$ cat config.mk
export PLATFORM = sky130hd
export DESIGN_NAME = fp_special_case_pipe
export DESIGN_NICKNAME = d
export VERILOG_FILES = /design/src/rtl/fp_special_case_pipe.sv
export SDC_FILE = /design/constraint.sdc
export NUM_CORES = 1
export LEC_CHECK = 0
export ABC_AREA = 1
export BUFFER_PORTS_ARGS = -buffer_cell sky130_fd_sc_hd__buf_2
export CAP_MARGIN = 20
export CORE_UTILIZATION = 25
export DETAILED_ROUTE_END_ITERATION = 6
export PLACE_DENSITY = 0.52
export SLEW_MARGIN = 25
export SYNTH_ARGS = -nofsm -noshare
export SYNTH_HDL_FRONTEND = slang
export SYNTH_SLANG_ARGS = --single-unit
$ cat constraint.sdc
create_clock -name clk -period 2.5 [get_ports clk]
set_input_delay 0.25 -clock clk [delete_from_list [all_inputs] [get_ports clk]]
set_output_delay 0.25 -clock clk [all_outputs]
set_load 0.02 [all_outputs]
$ cat src/rtl/fp_special_case_pipe.sv
// Special-case detector between operand unpack and alignment.
// Resolves NaN/Inf/zero operands to a final IEEE word behind a skid-buffered handshake.
module fp_special_case_pipe #(
    parameter int EXP_W      = 8,
    parameter int MAN_W      = 23,
    parameter int TAG_W      = 4,
    parameter int QNAN_CANON = 1
) (
    input  logic                   clk,
    input  logic                   rst,
    input  logic                   in_valid,
    output logic                   in_ready,
    input  logic                   in_sign_a,
    input  logic                   in_sign_b_eff,
    input  logic [EXP_W-1:0]       in_exp_a,
    input  logic [EXP_W-1:0]       in_exp_b,
    input  logic [MAN_W:0]         in_man_a,
    input  logic [MAN_W:0]         in_man_b,
    input  logic [EXP_W-1:0]       in_exp_diff,
    input  logic                   in_a_bigger,
    input  logic [1:0]             in_rm,
    input  logic [TAG_W-1:0]       in_tag,
    output logic                   out_valid,
    input  logic                   out_ready,
    output logic                   out_bypass,
    output logic [EXP_W+MAN_W:0]   out_result,
    output logic                   out_invalid,
    output logic                   out_sign_a,
    output logic                   out_sign_b,
    output logic [EXP_W-1:0]       out_exp_a,
    output logic [EXP_W-1:0]       out_exp_b,
    output logic [MAN_W:0]         out_man_a,
    output logic [MAN_W:0]         out_man_b,
    output logic [EXP_W-1:0]       out_exp_diff,
    output logic                   out_a_bigger,
    output logic [1:0]             out_rm,
    output logic [TAG_W-1:0]       out_tag
);

    localparam int RW = 1 + EXP_W + MAN_W;
    localparam int PW = 1 + RW + 1 + 2 + 3 * EXP_W + 2 * (MAN_W + 1) + 1 + 2 + TAG_W;

    localparam logic [EXP_W-1:0] EXP_ONES = '1;
    localparam logic [RW-1:0]    QNAN     = {1'b0, EXP_ONES, 1'b1, {(MAN_W-1){1'b0}}};
    localparam logic [1:0]       RM_RDN   = 2'b10;

    logic [MAN_W-1:0] w_frac_a;
    logic [MAN_W-1:0] w_frac_b;
    logic             w_a_zero, w_a_inf, w_a_nan, w_a_snan;
    logic             w_b_zero, w_b_inf, w_b_nan, w_b_snan;
    logic             w_bypass;
    logic             w_invalid;
    logic [RW-1:0]    w_result;
    logic [PW-1:0]    w_pl;
    logic             w_acc;
    logic             w_out_free;

    logic             r_out_valid;
    logic             r_skid_valid;
    logic             r_in_ready;
    logic [PW-1:0]    r_out_pl;
    logic [PW-1:0]    r_skid_pl;

    assign w_frac_a = in_man_a[MAN_W-1:0];
    assign w_frac_b = in_man_b[MAN_W-1:0];

    assign w_a_zero = (in_exp_a == '0) && (w_frac_a == '0);
    assign w_a_inf  = (in_exp_a == EXP_ONES) && (w_frac_a == '0);
    assign w_a_nan  = (in_exp_a == EXP_ONES) && (w_frac_a != '0);
    assign w_a_snan = w_a_nan && !w_frac_a[MAN_W-1];

    assign w_b_zero = (in_exp_b == '0) && (w_frac_b == '0);
    assign w_b_inf  = (in_exp_b == EXP_ONES) && (w_frac_b == '0);
    assign w_b_nan  = (in_exp_b == EXP_ONES) && (w_frac_b != '0);
    assign w_b_snan = w_b_nan && !w_frac_b[MAN_W-1];

    always_comb begin
        w_bypass  = 1'b1;
        w_invalid = 1'b0;
        w_result  = '0;
        if (w_a_nan || w_b_nan) begin
            w_invalid = w_a_snan || w_b_snan;
            if (QNAN_CANON != 0)
                w_result = QNAN;
            else if (w_a_nan)
                w_result = {in_sign_a, in_exp_a, 1'b1, w_frac_a[MAN_W-2:0]};
            else
                w_result = {in_sign_b_eff, in_exp_b, 1'b1, w_frac_b[MAN_W-2:0]};
        end else if (w_a_inf && w_b_inf) begin
            // Opposite infinities cancel: the classic inf - inf invalid case
            if (in_sign_a != in_sign_b_eff) begin
                w_result  = QNAN;
                w_invalid = 1'b1;
            end else begin
                w_result = {in_sign_a, EXP_ONES, {MAN_W{1'b0}}};
            end
        end else if (w_a_inf) begin
            w_result = {in_sign_a, EXP_ONES, {MAN_W{1'b0}}};
        end else if (w_b_inf) begin
            w_result = {in_sign_b_eff, EXP_ONES, {MAN_W{1'b0}}};
        end else if (w_a_zero && w_b_zero) begin
            if (in_sign_a == in_sign_b_eff)
                w_result = {in_sign_a, {(RW-1){1'b0}}};
            else
                w_result = {(in_rm == RM_RDN), {(RW-1){1'b0}}};
        end else if (w_a_zero) begin
            w_result = {in_sign_b_eff, in_exp_b, w_frac_b};
        end else if (w_b_zero) begin
            w_result = {in_sign_a, in_exp_a, w_frac_a};
        end else begin
            w_bypass = 1'b0;
        end
    end

    assign w_pl = {w_bypass, w_result, w_invalid,
                   in_sign_a, in_sign_b_eff,
                   in_exp_a, in_exp_b,
                   in_man_a, in_man_b,
                   in_exp_diff, in_a_bigger,
                   in_rm, in_tag};

    assign w_acc      = in_valid && r_in_ready;
    assign w_out_free = !r_out_valid || out_ready;

    // in_ready mirrors "skid not full" one edge late, so no accept can hit a full skid
    always_ff @(posedge clk) begin
        if (rst) begin
            r_out_valid  <= 1'b0;
            r_skid_valid <= 1'b0;
            r_in_ready   <= 1'b0;
            r_out_pl     <= '0;
            r_skid_pl    <= '0;
        end else if (w_out_free) begin
            r_in_ready <= 1'b1;
            if (r_skid_valid) begin
                r_out_pl     <= r_skid_pl;
                r_out_valid  <= 1'b1;
                r_skid_valid <= 1'b0;
            end else begin
                r_out_valid <= w_acc;
                if (w_acc)
                    r_out_pl <= w_pl;
            end
        end else if (w_acc) begin
            r_skid_pl    <= w_pl;
            r_skid_valid <= 1'b1;
            r_in_ready   <= 1'b0;
        end else begin
            r_in_ready <= !r_skid_valid;
        end
    end

    assign in_ready  = r_in_ready;
    assign out_valid = r_out_valid;

    assign {out_bypass, out_result, out_invalid,
            out_sign_a, out_sign_b,
            out_exp_a, out_exp_b,
            out_man_a, out_man_b,
            out_exp_diff, out_a_bigger,
            out_rm, out_tag} = r_out_pl;

endmodule

==> impl_metrics.py, run 1 <==
metrics = {
    "run_status": {
        "status": "completed",
    },
    "hold_path": {
        "min_path_type": "input pin to register",
        "hold_depth": 3,
        "min_delay_worst_endpoint": "r_skid_pl[21]",
        "hold_start": "in_man_b[6]",
    },
    "setup_path": {
        "r2r_slack_ps": 560,
        "crit_fanout": 20,
        "cp.required_ps": 2880,
        "worstRegToRegCells": 9,
        "critPathLaunchType": "input pin",
        "arrival_ps": 2620,
        "reg2reg_to": "r_out_pl[12]",
        "regToRegStartpoint": "in_ready",
        "critical_path_class": "input pin to register",
        "end_kind": "register",
    },
    "route": {
        "ant_nets": 0,
        "wl_um": 34500,
        "route.detailed.drc": 0,
        "avgRoutedWirePerCell_um": 16.3,
        "drtPass1Iterations": 5,
        "via_per_inst": 4.70,
        "drt_iter0_drc": 701,
        "vias": 9930,
    },
    "timing": {
        "final-setup-viol-count": 0,
        "tightest_slew_ps": 835,
        "maxSlewHeadroom": 0.444,
        "skew_ps": 15.2,
        "min_period_ps": 2240,
        "max_freq_mhz": 446,
        "rsz0062_at_grt": "false",
        "slew_viol_final": 0,
        "final.period_utilization": 0.897,
        "hold_violations": 0,
        "finalSetupTns_ps": 0,
    },
    "clocking": {
        "cts_buffers": 27,
        "insertion_delay_ps": 550,
        "cts_hold_buf": 41,
        "cts.path.max_buffers": 3,
        "cts_tree": "done",
        "cts_sinks": 233,
        "cts_resized": 0,
        "cts_setup_buffers": 0,
        "clkTransAtPathRegs_ps": 60,
        "cts_max_level": 1,
        "root_buffer": "clkbuf_16",
    },
    "place": {
        "dpl.hpwl_um": 22100,
        "dp.cells": 2026,
        "io_buffers": 201,
        "place.gp.congestion": 0.811,
    },
    "floorplanning": {
        "ios": 202,
        "die_area_um2": 40900,
        "die_h_um": 202,
        "rows": 73,
        "die_x_um": 202,
        "initial_core_util": 0.253,
        "core_area_um2": 39600,
    },
    "power": {
        "ir_drop_mv": 0.361,
        "p_per_area_nw_per_um2": 679,
        "cellLeakagePower_nw": 5.49,
        "p_sw_mw": 2.19,
        "combPwrFrac": 0.094,
        "intPower_mw": 6.44,
        "power_frac_seq": 0.452,
        "p_total_mw": 8.63,
        "p_clk_frac": 0.454,
        "swShare": 0.254,
    },
    "global_routing": {
        "track_usage": 0.164,
        "grt_pass1_vias": 9160,
        "grt_max_degree": 173,
        "grt_pass1_wl_um": 53500,
        "grt_remaining_overflow": 0,
        "grt_antenna_before_repair": 4,
    },
    "cells_and_area": {
        "fillers": 4227,
        "fin_cells": 2114,
        "regArea_um2": 4670,
        "most-common-layout-cells": "nand2_1 (403), dfxtp_1 (232), buf_2 (201)",
        "area_growth_pct": 26.8,
        "layout_commonest_cell": "nand2_1",
        "multi_input_area_um2": 4650,
        "drive_gt1_frac": 0.207,
        "final_nets": 1657,
    },
    "yosys": {
        "synthesis.area_um2": 10000,
        "synth_simple_gate_area_share": 0.242,
        "ys_seq_area_frac": 0.465,
        "avgSynthCellArea_um2": 7.23,
        "synth_top_family_by_area": "simple AND/OR/NAND/NOR gates",
        "syn_inst": 1388,
        "synth_nets": 1474,
        "async_flop_share": 0,
        "synth_cell_types": 33,
        "muxShareOfSynthArea": 0,
        "synth_top_area_frac": 0.465,
        "synthXorXnorAreaFrac": 0,
        "synth-seq-cells": 233,
        "synth-compound-area-share": 0.219,
        "synthAdderAreaFrac": 0.00125,
        "yosysWarningCount": 0,
        "synthTopCellsByArea": "dfxtp_1 (47%), nand2_1 (15%), o21ai_0 (8.8%)",
        "synth-edff-count": 0,
        "synth_ff_type": "dfxtp_1",
        "synth_top_cell_by_area": "dfxtp_1",
    },
    "run": {
        "drv_cap": 0,
    },
}
-- power by group through the flow --
| stage | Sequential, mW | Clock [mW] | Combinational (mW) |
|---|---|---|---|
| floorplan | 4.10 | 0 | 0.306 |
| global placement | 3.98 | 0 | 0.763 |
| detailed placement | 3.98 | 0 | 0.766 |
| CTS | 3.90 | 4.04 | 0.820 |
| global route | 3.91 | 4.19 | 0.890 |
| finish | 3.90 | 3.92 | 0.812 |
-- sequential cells by signal, indices dropped and copies added (netlist names) --
name          count
r_skid_valid      1
out_valid         1
r_out_pl        115
in_ready          1
r_skid_pl       115
-- cell usage after synthesis, types with 2 or more instances --
cell / number
a21oi_1: 61
a21oi_2: 39
a31oi_1: 81
buf_1: 3
buf_2: 5
buf_4: 4
buf_6: 4
clkbuf_1: 82
clkbuf_8: 6
clkinv_1: 2
dfxtp_1: 233
dlygate4sd1_1: 2
inv_1: 41
inv_2: 5
nand2_1: 403
nand2_2: 3
nand3_1: 24
nand3_2: 3
nand4_1: 5
nor2_1: 166
nor2_2: 6
nor2_4: 2
nor3_1: 4
o211ai_1: 18
o21ai_0: 176
o21ai_1: 3
-- metrics by stage --
| stage | util | area, um^2 | hold WS (ps) | setup slack (ps) |
|---|---|---|---|---|
| floorplan | - | 10000 | 378 | 880 |
| global placement | 0.288 | 11400 | 451 | 237 |
| detailed placement | 0.288 | 11400 | 453 | 251 |
| CTS | 0.321 | 12700 | 0.610 | 292 |
| global route | 0.321 | 12700 | 9.65 | 101 |
| finish | 0.321 | 12700 | 14.0 | 257 |
-- worst max-delay path, cell delays in order --
cell and delay, ps:
dlygate4sd3_1 530, buf_2 150, nor2_1 100, nand2_1 70
nor2_2 250, nand3_2 170, nand2_1 150, nand2_4 210
clkinv_2 130, nand3_2 120, inv_4 170, nand3_1 90
o211ai_1 130, a21oi_1 90
-- logic make-up (layout without fill, tap and decap cells) --
group / after synthesis / after routing
other: 0 / 1
adder cells (fa/ha/maj): 1 / 1
flip-flops: 233 / 233
AND/OR/NAND/NOR: 617 / 617
AO/OA/AOI/OAI: 380 / 380
buffers and inverters: 157 / 357
-- worst max-delay path by stage --
| stage | startpoint | endpoint |
|---|---|---|
| after floorplan | out_valid | r_skid_pl[113] |
| after global placement | in_man_a[6] | r_out_pl[111] |
| after detailed placement | in_man_a[14] | r_out_pl[111] |
| after CTS | in_man_a[8] | r_out_pl[111] |
| after global routing | in_man_a[7] | r_out_pl[111] |
| final | in_man_a[8] | r_out_pl[111] |
-- layer usage --
| metal | track usage | routed length [um] | vias up |
|---|---|---|---|
| met2 | 0.266 | 15900 | 309 |
| met5 | 0 | 32 | - |
| met3 | 0.0377 | 2360 | 46 |
| li1 | - | - | 4951 |
| met1 | 0.218 | 15500 | 4618 |
| met4 | 0.0416 | 695 | 6 |
-- cell type report --
type,instances,area share
sequential,233,0.367
multi-input combinational,998,0.365
timing repair buffer,261,0.130
clock buffer,42,0.0671
tap,525,0.0517
inverter,50,0.0157
clock inverter,4,0.00236
antenna,1,0.000197
Power figures use the tool's default switching activity.
==> inputs of run 2 (changes only) <==
Settings changed: RECOVER_POWER set to 50.
==> impl_metrics.py, run 2 (same netlist as run 1, synthesis figures left out) <==
metrics = {
    "setup_path": {
        "slowest_stage": "dlygate4sd3_1",
        "max_stage_delay_ps": 530,
        "cp.required_ps": 2880,
        "end_kind": "register",
        "critPathLaunchType": "input pin",
        "crit_fanout": 20,
        "critical_path_class": "input pin to register",
        "crit_chain": "dlygate4sd3_1, buf_2, nor2_1, nand2_1, nor2_2, nand3_2, nand2_1, nand2_4, clkinv_2, nand3_2, inv_4, nand3_1, o211ai_1, a21oi_1",
        "arrival_ps": 2640,
    },
    "power": {
        "intPower_mw": 6.41,
        "p_clk_frac": 0.456,
        "power_frac_seq": 0.453,
        "combPwrFrac": 0.091,
        "p_per_area_nw_per_um2": 686,
        "swShare": 0.256,
        "p_total_mw": 8.62,
        "cellLeakagePower_nw": 5.01,
        "p_sw_mw": 2.21,
        "ir_drop_mv": 0.361,
    },
    "cells_and_area": {
        "reg.largest.list": "r_out_pl x115, r_skid_pl x115",
        "regArea_um2": 4670,
        "final_nets": 1657,
        "multi_input_area_um2": 4650,
        "layout_commonest_cell": "nand2_1",
        "drive_gt1_frac": 0.133,
        "area_growth_pct": 25.2,
        "fillers": 4293,
        "finish.utilization": 0.317,
        "most-common-layout-cells": "nand2_1 (403), dfxtp_1 (232), o21ai_0 (176)",
        "fin_cells": 2114,
    },
    "route": {
        "drt_iter0_drc": 708,
        "vias": 9960,
        "drtPass1Iterations": 5,
        "wl_um": 34500,
        "avgRoutedWirePerCell_um": 16.3,
        "route.detailed.drc": 0,
        "via_per_inst": 4.71,
        "ant_nets": 0,
    },
    "clocking": {
        "insertion_delay_ps": 550,
        "cts_buffers": 27,
        "cts_tree": "done",
        "cts_sinks": 233,
        "cts_max_level": 1,
        "cts_setup_buffers": 0,
        "cts.path.max_buffers": 3,
        "clkTransAtPathRegs_ps": 60,
        "root_buffer": "clkbuf_16",
        "cts_resized": 0,
    },
    "place": {
        "io_buffers": 201,
        "dp.cells": 2026,
        "dpl.hpwl_um": 22100,
        "place.gp.congestion": 0.811,
    },
    "timing": {
        "maxSlewHeadroom": 0.279,
        "min_period_ps": 2260,
        "rsz0062_at_grt": "false",
        "hold_violations": 0,
        "tightest_slew_ps": 1080,
        "slew_viol_final": 0,
        "final-setup-viol-count": 0,
        "max_freq_mhz": 442,
        "finalSetupTns_ps": 0,
        "holdWs_ps": 15.6,
        "final.period_utilization": 0.905,
        "skew_ps": 16.1,
    },
    "global_routing": {
        "grt_pass1_wl_um": 53500,
        "grt_remaining_overflow": 0,
        "grt_antenna_before_repair": 4,
        "grt_pass1_vias": 9160,
        "grt_max_degree": 173,
        "track_usage": 0.164,
    },
    "run_status": {
        "status": "completed",
    },
    "floorplanning": {
        "die_h_um": 202,
        "die_x_um": 202,
        "initial_core_util": 0.253,
        "rows": 73,
        "die_area_um2": 40900,
        "ios": 202,
        "core_area_um2": 39600,
    },
    "hold_path": {
        "min_path_type": "input pin to register",
    },
    "run": {
        "drv_cap": 0,
    },
}
[run 2: cell types whose count changed in the layout (fill, tap and decap cells not counted), sizes merged]
| cell | delta |
|---|---|
| clkbuf | +117 |
| buf | -117 |
[run 2: metrics by stage]
stage                     cell area [um^2]  worst slack (ps)
after detailed placement             11400               251
after CTS                            12700               292
final                                12600               239
after floorplan                      10000               880
after global routing                 12600               101
after global placement               11400               237
[run 2: critical path, delay by kind of cell]
kind / cells / cell delay [ps]
compound gates: 2 / 220
simple gates: 8 / 1160
buf+inv: 4 / 980
[run 2: final timing paths]
kind / cells after the start / end / from / slack (ps)
worst min-delay path: 3 / r_skid_pl[21] / in_man_b[6] / 20
worst min register to register: 2 / r_skid_pl[91] / r_skid_pl[91] / 460
worst max-delay path: 14 / r_out_pl[111] / in_man_a[8] / 240
worst max register to register: 9 / r_out_pl[12] / in_ready / 340
[run 2: area by class of cell]
class / count / share of cell area
antenna: 1 / 0.000199
clock buffer: 42 / 0.0679
clock inverter: 4 / 0.00239
inverter: 50 / 0.0157
multi-input combinational: 998 / 0.370
sequential: 233 / 0.372
tap: 525 / 0.0523
timing repair buffer: 261 / 0.120
[run 2: per-layer routing]
layer	GRT usage	share of wire	vias up
li1	-	-	4952
met1	0.218	0.46	4669
met2	0.266	0.46	287
met3	0.0377	0.062	46
met4	0.0416	0.020	6
met5	0	0.00093	-
[run 2: power by group through the flow]
stage | registers [mW] | clock network (mW) | logic, mW
6_report | 3.90 | 3.93 | 0.785
5_1_grt | 3.91 | 4.19 | 0.862
3_3_place_gp | 3.98 | 0 | 0.763
4_1_cts | 3.90 | 4.04 | 0.820
3_5_place_dp | 3.98 | 0 | 0.766
2_1_floorplan | 4.10 | 0 | 0.306
[run 2: what timing repair did]
| item | in CTS | in global routing |
|---|---|---|
| endpoints found under the hold margin | 67 | 0 |
| endpoints found under the setup margin | 0 | 0 |
| hold buffers | 41 | 0 |
==> inputs of run 3 (changes only) <==
Settings changed: CORE_UTILIZATION 25 to 35, PLACE_DENSITY 0.52 to not set.
==> impl_metrics.py, run 3 (same netlist as run 1, synthesis figures left out) <==
metrics = {
    "hold_path": {
        "min_path_type": "input pin to register",
    },
    "place": {
        "place.gp.congestion": 0.853,
        "dpl_cell_area_um2": 11200,
        "io_buffers": 201,
        "dpl.hpwl_um": 20300,
    },
    "global_routing": {
        "track_usage": 0.209,
        "grt_antenna_before_repair": 0,
        "grt_pass1_vias": 8681,
        "grt_remaining_overflow": 0,
        "grt_max_degree": 93,
        "grt_pass1_wl_um": 48400,
    },
    "route": {
        "avgRoutedWirePerCell_um": 16.1,
        "drt_iter0_drc": 707,
        "vias": 9826,
        "wl_um": 31400,
        "via_per_inst": 5.03,
        "ant_nets": 0,
        "route.detailed.drc": 0,
        "drtPass1Iterations": 6,
    },
    "timing": {
        "maxSlewHeadroom": 0.444,
        "hold_violations": 0,
        "rsz0062_at_grt": "false",
        "max_freq_mhz": 447,
        "holdWs_ps": 16.2,
        "min_period_ps": 2240,
        "tightest_slew_ps": 834,
        "final-setup-viol-count": 0,
        "finalSetupTns_ps": 0,
        "slew_viol_final": 0,
        "skew_ps": 8.80,
        "final.period_utilization": 0.895,
    },
    "clocking": {
        "insertion_delay_ps": 520,
        "clkTransAtPathRegs_ps": 60,
        "cts_hold_buf": 26,
        "cts_buffers": 27,
        "cts_setup_buffers": 0,
        "root_buffer": "clkbuf_16",
        "cts_tree": "done",
        "cts_sinks": 233,
        "cts.path.max_buffers": 3,
        "cts_resized": 0,
        "cts_max_level": 1,
    },
    "cells_and_area": {
        "layout_commonest_cell": "nand2_1",
        "design_area_um2": 12300,
        "area_growth_pct": 22.2,
        "final_nets": 1642,
        "insertedDiodeCount": 0,
        "drive_gt1_frac": 0.135,
        "most-common-layout-cells": "nand2_1 (403), dfxtp_1 (232), o21ai_0 (176)",
        "reg.largest.list": "r_out_pl x115, r_skid_pl x115",
    },
    "setup_path": {
        "critPathLaunchType": "input pin",
        "r2r_slack_ps": 330,
        "cp.required_ps": 2950,
        "crit_fanout": 15,
        "arrival_ps": 2690,
        "critical_path_class": "input pin to register",
        "end_kind": "register",
    },
    "floorplanning": {
        "initial_core_util": 0.358,
        "core_area_um2": 28000,
        "die_h_um": 171,
        "rows": 61,
        "ios": 202,
        "die_x_um": 171,
        "die_area_um2": 29300,
    },
    "power": {
        "cellLeakagePower_nw": 4.98,
        "p_per_area_nw_per_um2": 727,
        "p_total_mw": 8.91,
        "ir_drop_mv": 0.377,
    },
    "run": {
        "drv_cap": 0,
    },
    "run_status": {
        "status": "completed",
    },
}
==> run 3: cell type report <==
type / instances / area (um^2)
Clock buffer: 38 / 787
Clock inverter: 10 / 178
Fill cell: 2943 / 15800
Inverter: 50 / 198
Multi-Input combinational cell: 998 / 4640
Sequential cell: 233 / 4670
Tap cell: 378 / 473
Timing Repair Buffer: 246 / 1320
==> run 3: worst max-delay path, stage by stage <==
cell	delay, ps
dlygate4sd3_1	540
buf_2	150
nor2_1	140
nand2_1	80
nor2_2	140
nand3_2	150
nor2_4	330
buf_4	300
nand2_1	100
a21oi_2	190
nand2_1	70
nand2_1	60
nand2_1	60
a21oi_2	130
==> run 3: worst paths after layout <==
check,from,endpoint,cells after the start
worst max register to register,r_skid_valid,r_out_pl[110],7
worst min-delay path,in_man_b[9],r_skid_pl[24],3
worst min register to register,r_out_pl[109],r_out_pl[109],2
worst max-delay path,in_man_b[6],r_out_pl[98],14
==> run 3: per-layer routing <==
metal | track usage | part of all wire | up-vias
met1 | 0.285 | 0.46 | 4542
met4 | 0.0520 | 0.022 | 0
met5 | 0 | 0 | -
met2 | 0.335 | 0.45 | 327
li1 | - | - | 4911
met3 | 0.0416 | 0.068 | 46
==> run 3: where the power goes <==
| part | internal [mW] | leakage (nW) | switching, mW |
|---|---|---|---|
| logic | 0.231 | 2.61 | 0.516 |
| registers | 3.84 | 1.90 | 0.0665 |
| clock network | 2.69 | 0.474 | 1.56 |
| total | 6.76 | 4.98 | 2.15 |
==> run 3: metrics by stage <==
step	std cells	utilization	setup WS, ps
floorplan	1388	-	880
global placement	1879	0.400	289
detailed placement	1879	0.400	287
CTS	1953	0.444	282
global route	1953	0.438	54.1
finish	1953	0.438	263
